===== src/rtl/config_pkg.sv =====
// Core-wide configuration record shared by the memory-side blocks.
// The store port reads only the physical address width and the datapath width.
package config_pkg;

    typedef struct packed {
        logic [31:0] PLEN;
        logic [31:0] XLEN;
    } cfg_t;

    localparam cfg_t DefaultCfg = '{PLEN: 32'd32, XLEN: 32'd32};

endpackage


===== src/rtl/dcache_pkg.sv =====
// D-cache shared types: the LSU op encoding, store lane layout and store-port FSM states.
// store_lanes() is shared with the load path, so it is kept free of any port-specific state.
package dcache_pkg;

    typedef enum logic [3:0] {
        LSU_LB, LSU_LH, LSU_LW, LSU_LBU, LSU_LHU,
        LSU_SB, LSU_SH, LSU_SW, LSU_NONE
    } lsu_op_e;

    typedef struct packed {
        logic [3:0]  be;
        logic [31:0] wdata;
    } store_lanes_t;

    typedef enum logic [1:0] {
        ST_IDLE, ST_LOOKUP, ST_MEM_REQ, ST_MEM_WAIT
    } store_state_e;

    // Right-aligned store data is replicated across the word, so the byte enables alone select lanes.
    function automatic store_lanes_t store_lanes(input lsu_op_e op, input logic [1:0] addr_lo,
                                                 input logic [31:0] data);
        store_lanes_t l;
        l = '0;
        case (op)
            LSU_SB: begin
                l.be    = 4'b0001 << addr_lo;
                l.wdata = {4{data[7:0]}};
            end
            LSU_SH: begin
                l.be    = 4'b0011 << {addr_lo[1], 1'b0};
                l.wdata = {2{data[15:0]}};
            end
            LSU_SW: begin
                l.be    = '1;
                l.wdata = data;
            end
            default: l = '0;
        endcase
        return l;
    endfunction

endpackage


===== src/rtl/dcache_store_port_lane_gen.sv =====
// Combinational byte-lane generator for stores: op + address offset to byte enables,
// replicated write data and a drop flag for misaligned or non-store ops.
module store_lane_gen
    import dcache_pkg::*;
(
    input  lsu_op_e      op,
    input  logic [1:0]   addr_lo,
    input  logic [31:0]  data,
    output store_lanes_t lanes,
    output logic         misaligned
);

    always_comb begin
        lanes      = store_lanes(op, addr_lo, data);
        misaligned = 1'b1;
        case (op)
            LSU_SB:  misaligned = 1'b0;
            LSU_SH:  misaligned = addr_lo[0];
            LSU_SW:  misaligned = |addr_lo;
            default: misaligned = 1'b1;
        endcase
    end

endmodule


===== src/rtl/dcache_store_port.sv =====
// Write-through store responder: tag lookup, data-array update on hit, then one
// memory write per store. One store in flight; misaligned/illegal stores are dropped.
module dcache_store_port
    import dcache_pkg::*;
#(
    parameter int unsigned      SETS       = 64,
    parameter int unsigned      LINE_BYTES = 16,
    parameter config_pkg::cfg_t Cfg        = config_pkg::DefaultCfg,
    localparam int unsigned     PLEN       = Cfg.PLEN,
    localparam int unsigned     OFF        = $clog2(LINE_BYTES),
    localparam int unsigned     IDX        = $clog2(SETS),
    localparam int unsigned     TAGW       = PLEN - OFF - IDX
) (
    input  logic            clk_i,
    input  logic            rst_i,
    input  logic            dcache_req_valid_i,
    output logic            dcache_req_ready_o,
    input  logic [PLEN-1:0] dcache_req_addr_i,
    input  logic [31:0]     dcache_req_data_i,
    input  lsu_op_e         dcache_req_op_i,
    output logic            tag_rd_en_o,
    output logic [IDX-1:0]  tag_rd_idx_o,
    input  logic [TAGW-1:0] tag_rd_tag_i,
    input  logic            tag_rd_valid_i,
    output logic            data_we_o,
    output logic [IDX-1:0]  data_w_idx_o,
    output logic [OFF-3:0]  data_w_word_o,
    output logic [31:0]     data_w_wdata_o,
    output logic [3:0]      data_w_be_o,
    output logic            mem_req_valid_o,
    input  logic            mem_req_ready_i,
    output logic [PLEN-1:0] mem_req_addr_o,
    output logic [31:0]     mem_req_wdata_o,
    output logic [3:0]      mem_req_wstrb_o,
    input  logic            mem_resp_valid_i,
    output logic            busy_o,
    output logic            misalign_o,
    output logic [31:0]     hit_cnt_o,
    output logic [31:0]     miss_cnt_o
);

    store_state_e   state;
    logic [PLEN-1:2] req_addr;
    logic [31:0]    req_wdata;
    logic [3:0]     req_be;
    logic           misalign_q;
    logic [31:0]    hit_cnt;
    logic [31:0]    miss_cnt;
    store_lanes_t   lanes;
    logic           misaligned;
    logic           accept;
    logic           hit;

    store_lane_gen u_lane_gen (
        .op         (dcache_req_op_i),
        .addr_lo    (dcache_req_addr_i[1:0]),
        .data       (dcache_req_data_i),
        .lanes      (lanes),
        .misaligned (misaligned)
    );

    assign accept = (state == ST_IDLE) && dcache_req_valid_i;
    assign hit    = tag_rd_valid_i && (tag_rd_tag_i == req_addr[PLEN-1:OFF+IDX]);

    always_ff @(posedge clk_i) begin
        if (rst_i) begin
            state      <= ST_IDLE;
            req_addr   <= '0;
            req_wdata  <= '0;
            req_be     <= '0;
            misalign_q <= 1'b0;
            hit_cnt    <= '0;
            miss_cnt   <= '0;
        end else begin
            misalign_q <= 1'b0;
            case (state)
                ST_IDLE: begin
                    if (accept) begin
                        if (misaligned) begin
                            misalign_q <= 1'b1;
                        end else begin
                            req_addr  <= dcache_req_addr_i[PLEN-1:2];
                            req_wdata <= lanes.wdata;
                            req_be    <= lanes.be;
                            state     <= ST_LOOKUP;
                        end
                    end
                end
                ST_LOOKUP: begin
                    if (hit) begin
                        if (hit_cnt != '1) hit_cnt <= hit_cnt + 32'd1;
                    end else begin
                        if (miss_cnt != '1) miss_cnt <= miss_cnt + 32'd1;
                    end
                    state <= ST_MEM_REQ;
                end
                ST_MEM_REQ: begin
                    if (mem_req_ready_i) state <= ST_MEM_WAIT;
                end
                ST_MEM_WAIT: begin
                    if (mem_resp_valid_i) state <= ST_IDLE;
                end
                default: state <= ST_IDLE;
            endcase
        end
    end

    // Index is gated so the tag port is quiet whenever no lookup is issued.
    assign dcache_req_ready_o = (state == ST_IDLE);
    assign tag_rd_en_o        = accept && !misaligned;
    assign tag_rd_idx_o       = tag_rd_en_o ? dcache_req_addr_i[OFF+IDX-1:OFF] : '0;

    assign data_we_o      = (state == ST_LOOKUP) && hit;
    assign data_w_idx_o   = req_addr[OFF+IDX-1:OFF];
    assign data_w_word_o  = req_addr[OFF-1:2];
    assign data_w_wdata_o = req_wdata;
    assign data_w_be_o    = req_be;

    assign mem_req_valid_o = (state == ST_MEM_REQ);
    assign mem_req_addr_o  = {req_addr, 2'b00};
    assign mem_req_wdata_o = req_wdata;
    assign mem_req_wstrb_o = req_be;

    assign busy_o     = (state != ST_IDLE);
    assign misalign_o = misalign_q;
    assign hit_cnt_o  = hit_cnt;
    assign miss_cnt_o = miss_cnt;

endmodule

===== config.mk =====
export PLATFORM = sky130hd
export DESIGN_NAME = dcache_store_port
export DESIGN_NICKNAME = d
export VERILOG_FILES = /design/src/rtl/config_pkg.sv /design/src/rtl/dcache_pkg.sv /design/src/rtl/dcache_store_port_lane_gen.sv /design/src/rtl/dcache_store_port.sv
export SDC_FILE = /design/constraint.sdc
export NUM_CORES = 1
export LEC_CHECK = 0
export ABC_AREA = 1
export CORE_ASPECT_RATIO = 1.4
export CORE_MARGIN = 2
export CORE_UTILIZATION = 49
export DETAILED_ROUTE_END_ITERATION = 8
export PLACE_DENSITY = 0.87
export SYNTH_ARGS = -nofsm -noshare
export SYNTH_HDL_FRONTEND = slang
export SYNTH_SLANG_ARGS = --single-unit

===== constraint.sdc =====
create_clock -name clk_i -period 4.7 [get_ports clk_i]
set_input_delay 0.94 -clock clk_i [delete_from_list [all_inputs] [get_ports clk_i]]
set_output_delay 0.94 -clock clk_i [all_outputs]
set_load 0.02 [all_outputs]

---- Word-level counts from Yosys, hierarchy flattened ----
Index checks and enable logic that the tools add are counted.
word-level totals
  flip-flop bits (word level) ............. 133
  input port bits ......................... 96
  output and inout bits ................... 188
  word-level logic and storage cells ...... 50
operators by class
  $add $sub $neg .......................... 2
  equality and inequality tests ........... 13
  shift operators ......................... 2
  muxes and demuxes ....................... 9
  bitwise logic cells ..................... 4
  reduce and logical (&&, ||, !) cells .... 13
operator list
  kind                                                 count
  case mux 36 bit (3 select lines)                     1
  adder 32 x 1 -> 32 bit, second input constant        2
  != test 32 bit, second input constant                2
  equality test 22 bit                                 1
  equality test 4 x 3 -> 1 bit, second input constant  3
  AND reduction 3 bit                                  3
  2-to-1 mux 2 bit                                     4
  case mux 2 bit (4 select lines)                      1
  2-to-1 mux 6 bit                                     1
  equality test 2 bit, second input constant           2
  logical AND 1 bit                                    4
  != test 2 x 1 -> 1 bit, second input constant        2
  != test 2 bit, second input constant                 2
  inverter 1 bit                                       4
  AND reduction 4 bit                                  1
  << shifter 1 x 2 -> 4 bit, first input constant      1
  << shifter 2 x 2 -> 4 bit, first input constant      1
  case mux 1 bit (3 select lines)                      1
  OR reduction 3 bit                                   1
  equality test 2 x 1 -> 1 bit, second input constant  1
  logical NOT 2 bit                                    1
  nonzero test 2 bit                                   1
  OR reduction 2 bit                                   1
  logical NOT 1 bit                                    1
  2-to-1 mux 1 bit                                     1

---- Longest topological paths before layout ----
  depth after elaboration ................. 5
  gate-level depth with buffers ........... 13
  gate-level depth less buffers ........... 12

---- Hierarchy ----
A second synthesis with hierarchy kept.
unflattened totals
  cells, all modules ...................... 1,310
  area total of the unflattened synthesis .. 8,199.1 µm²
modules (own cells, without submodules)
  module             times used  cells each  area an instance (µm²)  seq. area each (µm²)
  dcache_store_port  1           1,183       7,526.0                 2,662.6
  store_lane_gen     1           127         673.1                   0.0

---- Worst setup path after synthesis ----
Ideal clock, no wire load.
  kind .................................... input-to-output
  from .................................... input port dcache_req_op_i[2]
  to ...................................... output port tag_rd_idx_o[0]
  arrival ................................. 1,999 ps
  data required time ...................... 3,760 ps
  path slack .............................. 1,761 ps
  cell stages on the path ................. 9
  buffers on the path ..................... 1
  cells stage by stage .................... inv_1 nor2_2 nand2_1 o21ai_2 inv_1 nor2_4 buf_2 nand2_1 inv_1
between the ends
  cells in the longest elaborated chain, start to end .. 5
  elaborated cells between the ends (all ways) .. 7
  classes of those cells .................. 3 x eq/ne; 2 x mux; 2 x reduce/logical
RTL lines
  what                                 RTL line                          source
  start: declaration                   dcache_store_port.sv:20           input lsu_op_e dcache_req_op_i,
  equality test 4 x 3 -> 1 bit         dcache_store_port_lane_gen.sv:16  case (op)
  case mux 1 bit (3 select lines) (*)  dcache_store_port_lane_gen.sv:16
  logical NOT 1 bit (*)                dcache_store_port.sv:110          assign tag_rd_en_o = accept && !misaligned;
  logical AND 1 bit (*)                dcache_store_port.sv:110
  2-to-1 mux 6 bit (*)                 dcache_store_port.sv:111          assign tag_rd_idx_o = tag_rd_en_o ? dcache_req_addr_i[OFF+IDX-1:OFF] : '0;
  end: declaration                     dcache_store_port.sv:22           output logic [IDX-1:0] tag_rd_idx_o,
Every way passes the cells marked *; elsewhere a longest branch is shown, timed or not.

---- Worst setup path in the final report ----
  from .................................... input port dcache_req_op_i[2]
  to ...................................... output port tag_rd_idx_o[3]
Same word-level chain as after synthesis.

==> results <==
- The cell type with the highest aggregate area in the netlist is sky130_fd_sc_hd__dfxtp_1.
- Data on the critical path is required at its endpoint by 3760 ps.
- The total number of placement rows is 54.
- Measured along the x axis, the die boundary spans 110.4 um.
- The run finished with clean final reports.
- In this run, post-CTS hold repair placed 0 buffers.
- The number of max-slew violations in the final report is 0.
- The die covers 0.01688 mm2.
- The post-synthesis instance area is 0.007765 mm2.
- Wires add up to 24.87 mm.
- The worst register-to-register path has a setup slack of 1990 ps.
- Of the cells placed in the final design, the portion with a size suffix greater than 1 is 0.03986.
- The transition time of the tightest slew-check pin is 974.0 ps.
- The count of nets left with antenna violations once routing finished came out at 0.
- The maximum fanout along the worst path is 8.
- The remaining routing DRC violations is 0.
- The proportion of power drawn by combinational gates is 0.204.
- The total overflow left after global routing is 0.
- In this run, synthesis inferred 0 flip-flops with an integrated enable.
- At the end of routability-driven placement, the weighted congestion stood at 0.9442.
- Fill cells in the final layout number 1335.
- STA classifies the critical path endpoint as an output port.
- The clock tree from TritonCTS is done.
- The first global-routing pass estimated 39.45 mm of wire.
- Tracing the worst setup path back leads to its startpoint at dcache_req_op_i[2].
- STA puts the critical path data arrival time at 3120 ps.
- After floorplanning, the core was sized to cover 0.01554 mm2.
- The proportion of power drawn by flip-flops and latches is 0.381.
- The setup-violating endpoint count in the final report is 0.
- Port buffering added 281 buffers.
- The clock input transition at the sequential cells of the worst setup and hold paths is 70 ps.
- The number of failing hold endpoints at the final stage is 0.
- No sink is reached through more buffers than the 2 on the longest clock path.
- During synthesis, Yosys emitted a total of 0 warnings.
- The total negative slack for setup checks is 0 ps.
- Summing all flip-flop and latch instances after layout gives 0.002663 mm2.
- In this run the power density over the cells is 295.8 mW/mm2.
- The critical path is of the in2out type.
- The violation count after the first detailed-route iteration is 666.
- The most common cell after layout, fill and taps aside is sky130_fd_sc_hd__nand2_1.
- The multi-input combinational cells in the finished layout cover a total of 0.003931 mm2.
- The share of the clock period used by the worst path after layout is 0.8635.
- The die is 152.9 um tall.
- Counting instances, the worst hold path has a depth of 2.
- The async set-reset flop share out of synthesis is 0.
- For this run, the top clock speed supported by timing is 0.2464 GHz.
- The clock root buffer is sky130_fd_sc_hd__clkbuf_16.
- The final layout contains 1569 nets.
- During I/O placement, the number of pins put on the boundary was 284.
- The synthesized area divided by synthesized cell count is 6.202 um2.
- The startpoint identified for the worst register-to-register timing path is state[0].
- The type of origin of the critical path is an input pin.
- After layout, the minimum clock period comes to 4058 ps.
- The via count of the first global-routing pass was 8350.
- The worst setup path endpoint is tag_rd_idx_o[3].
- The first detailed-routing pass ran for 5 iterations.
- The total chip power is 3.223 mW.
- The maximum VDD drop is 207.5 uV.
- For this run, the total global-route usage over all layers was measured as 0.2947.
- The number of max-cap violations is 0.
- The number of standard cells in the layout, taps in and fillers out is 1676.
- Of the total power, the clock network draws 0.414.
- Setup repair after global routing left no endpoint under its margin.
- The total inserted antenna cells is 0.
- Buffers added to address setup during post-CTS repair amount to 0.
- The number of gates resized after CTS was 0.
- The net switching power is 0.9682 mW.
- Counting distinct cell types in the post-synthesis netlist gives 34.
- The end of the worst register-to-register path is data_w_wdata_o[7].
- The number of antenna violations at the first check in global routing came to 0.
- The number of clock buffers added by TritonCTS is 17.
- The normalized max-slew margin is 0.3497.
- The clock tree synthesis step divided the H-tree into 4 levels.
- Sorting the synthesized cells by area gives the leading types as sky130_fd_sc_hd__dfxtp_1 34%, sky130_fd_sc_hd__nand2_1 16%, sky130_fd_sc_hd__nor2_1 9.5%.
- The worst-skew pair later-pin latency is 420 ps.
- The vias after detailed routing is 8857.
- For this run, the register share of the synthesized area comes to 0.3429.
- The routed wirelength normalized by instance count is 14.84 um.
- The prevailing post-synth register cell is sky130_fd_sc_hd__dfxtp_1.
- In the layout the commonest cells are 322 x sky130_fd_sc_hd__nand2_1, 281 x sky130_fd_sc_hd__clkdlybuf4s50_1, 197 x sky130_fd_sc_hd__nor2_1, 155 x sky130_fd_sc_hd__inv_1, 133 x sky130_fd_sc_hd__dfxtp_1.
- For the final database, setup skew stands at 13.82 ps.
- Counting every instance in the synthesized netlist gives 1252.
- For this configuration, the core starts out at a cell density of 0.4997.
- Synthesis inferred 133 register bits.
- The fraction of post-synthesis cell area in the top cell type by area is 0.3429.
- Once detailed placement completed, the half-perimeter wirelength came to 18.58 mm.
- The worst hold path class is reg2reg.
- The maximum number of pins on one net before global-route repair is 65.
- For this design the static power due to leakage is 4.452 nW.
- In the routed layout, each cell is associated on average with a via count of 5.285.
- Measured in cells, the most critical reg-to-reg path has a length of 8.
- The fraction of power spent switching nets is 0.3004.
- Relative to the synthesized area, the layout overhead comes to 40.30%.
- The TritonCTS sink count is 133.
- The number of cells after detailed placement is 1644.
- The internal portion of the total power is 2.254 mW.
==> layout make-up <==
class / instances / share of cell area
Multi-Input combinational cell: 865 / 0.3609
Clock buffer: 19 / 0.03974
Tap cell: 196 / 0.02251
Sequential cell: 133 / 0.2444
Inverter: 162 / 0.05582
Clock inverter: 13 / 0.01367
Timing Repair Buffer: 288 / 0.2630
==> cell usage after synthesis, types with 2 or more instances <==
cell type,number
sky130_fd_sc_hd__a21oi_1,86
sky130_fd_sc_hd__a221oi_1,3
sky130_fd_sc_hd__a31oi_1,9
sky130_fd_sc_hd__buf_1,5
sky130_fd_sc_hd__buf_2,12
sky130_fd_sc_hd__buf_4,46
sky130_fd_sc_hd__buf_6,4
sky130_fd_sc_hd__clkbuf_1,26
sky130_fd_sc_hd__dfxtp_1,133
sky130_fd_sc_hd__ha_1,6
sky130_fd_sc_hd__inv_1,156
sky130_fd_sc_hd__inv_2,5
sky130_fd_sc_hd__nand2_1,322
sky130_fd_sc_hd__nand2_2,4
sky130_fd_sc_hd__nand3_1,83
sky130_fd_sc_hd__nand3_2,2
sky130_fd_sc_hd__nand3b_1,2
sky130_fd_sc_hd__nand4_1,41
sky130_fd_sc_hd__nor2_1,197
sky130_fd_sc_hd__nor2_4,6
sky130_fd_sc_hd__nor3_1,11
sky130_fd_sc_hd__nor4_1,3
sky130_fd_sc_hd__o211a_1,5
sky130_fd_sc_hd__o21ai_0,67
sky130_fd_sc_hd__or2_2,2
sky130_fd_sc_hd__xnor2_1,4
sky130_fd_sc_hd__xor2_1,5
==> metrics by stage <==
stage                       util  hold slack, ps  worst slack (ps)  area (um2)
after floorplan                -           496.7              1761        7769
after global placement    0.6636           472.8             792.0       10310
after detailed placement  0.6636           472.4             663.5       10310
after CTS                 0.7010           483.0             661.6       10890
after global routing      0.7010           510.1             492.8       10890
final                     0.7010           486.2             641.7       10890
==> cell families (layout without fill, tap and decap cells) <==
logic type	Yosys count	after routing	synth area share
AOI/OAI and AO/OA	173	173	0.1188
and+or+nand+nor	675	675	0.3667
buffers and inverters	255	482	0.1513
adders and majority gates	6	6	0.009668
other	1	2	0.0004829
xor gates and xnor gates	9	9	0.01015
DFF	133	133	0.3429
==> per-layer routing <==
layer / share of wire / global-route usage / vias up
met5: 0 / 0 / -
met1: 0.37 / 0.3186 / 4020
met4: 0.047 / 0.1518 / 0
li1: - / - / 4362
met3: 0.072 / 0.05373 / 80
met2: 0.51 / 0.5314 / 395
==> power groups by stage <==
stage / combinational (mW) / sequential, mW / clock [mW]
6_report: 0.659 / 1.23 / 1.33
3_5_place_dp: 0.656 / 1.25 / 0
3_3_place_gp: 0.646 / 1.25 / 0
4_1_cts: 0.659 / 1.23 / 1.34
2_1_floorplan: 0.331 / 1.29 / 0
5_1_grt: 0.713 / 1.23 / 1.39
==> critical path, cell delays in order <==
cell and delay, ps:
sky130_fd_sc_hd__clkdlybuf4s50_1 450, sky130_fd_sc_hd__inv_1 40, sky130_fd_sc_hd__nor2_2 130, sky130_fd_sc_hd__nand2_1 130, sky130_fd_sc_hd__o21ai_2 260, sky130_fd_sc_hd__inv_1 110
sky130_fd_sc_hd__nor2_4 210, sky130_fd_sc_hd__nand2_1 120, sky130_fd_sc_hd__inv_1 90, sky130_fd_sc_hd__clkdlybuf4s50_1 630
==> state kept, by name, indices dropped and copies added, names as in the netlist <==
signal          count
data_w_wdata_o     32
hit_cnt_o          32
miss_cnt_o         32
req_addr           30
data_w_be_o         4
state               2
misalign_o          1
==> worst min-delay path by stage <==
stage,slack (ps),endpoint,start
floorplan,500,state[0],state[0]
global route,510,req_addr[9],req_addr[9]
finish,490,req_addr[9],req_addr[9]
global placement,470,req_addr[5],req_addr[5]
CTS,480,req_addr[9],req_addr[9]
detailed placement,470,req_addr[9],req_addr[9]
(Power assumes the default switching activity.)
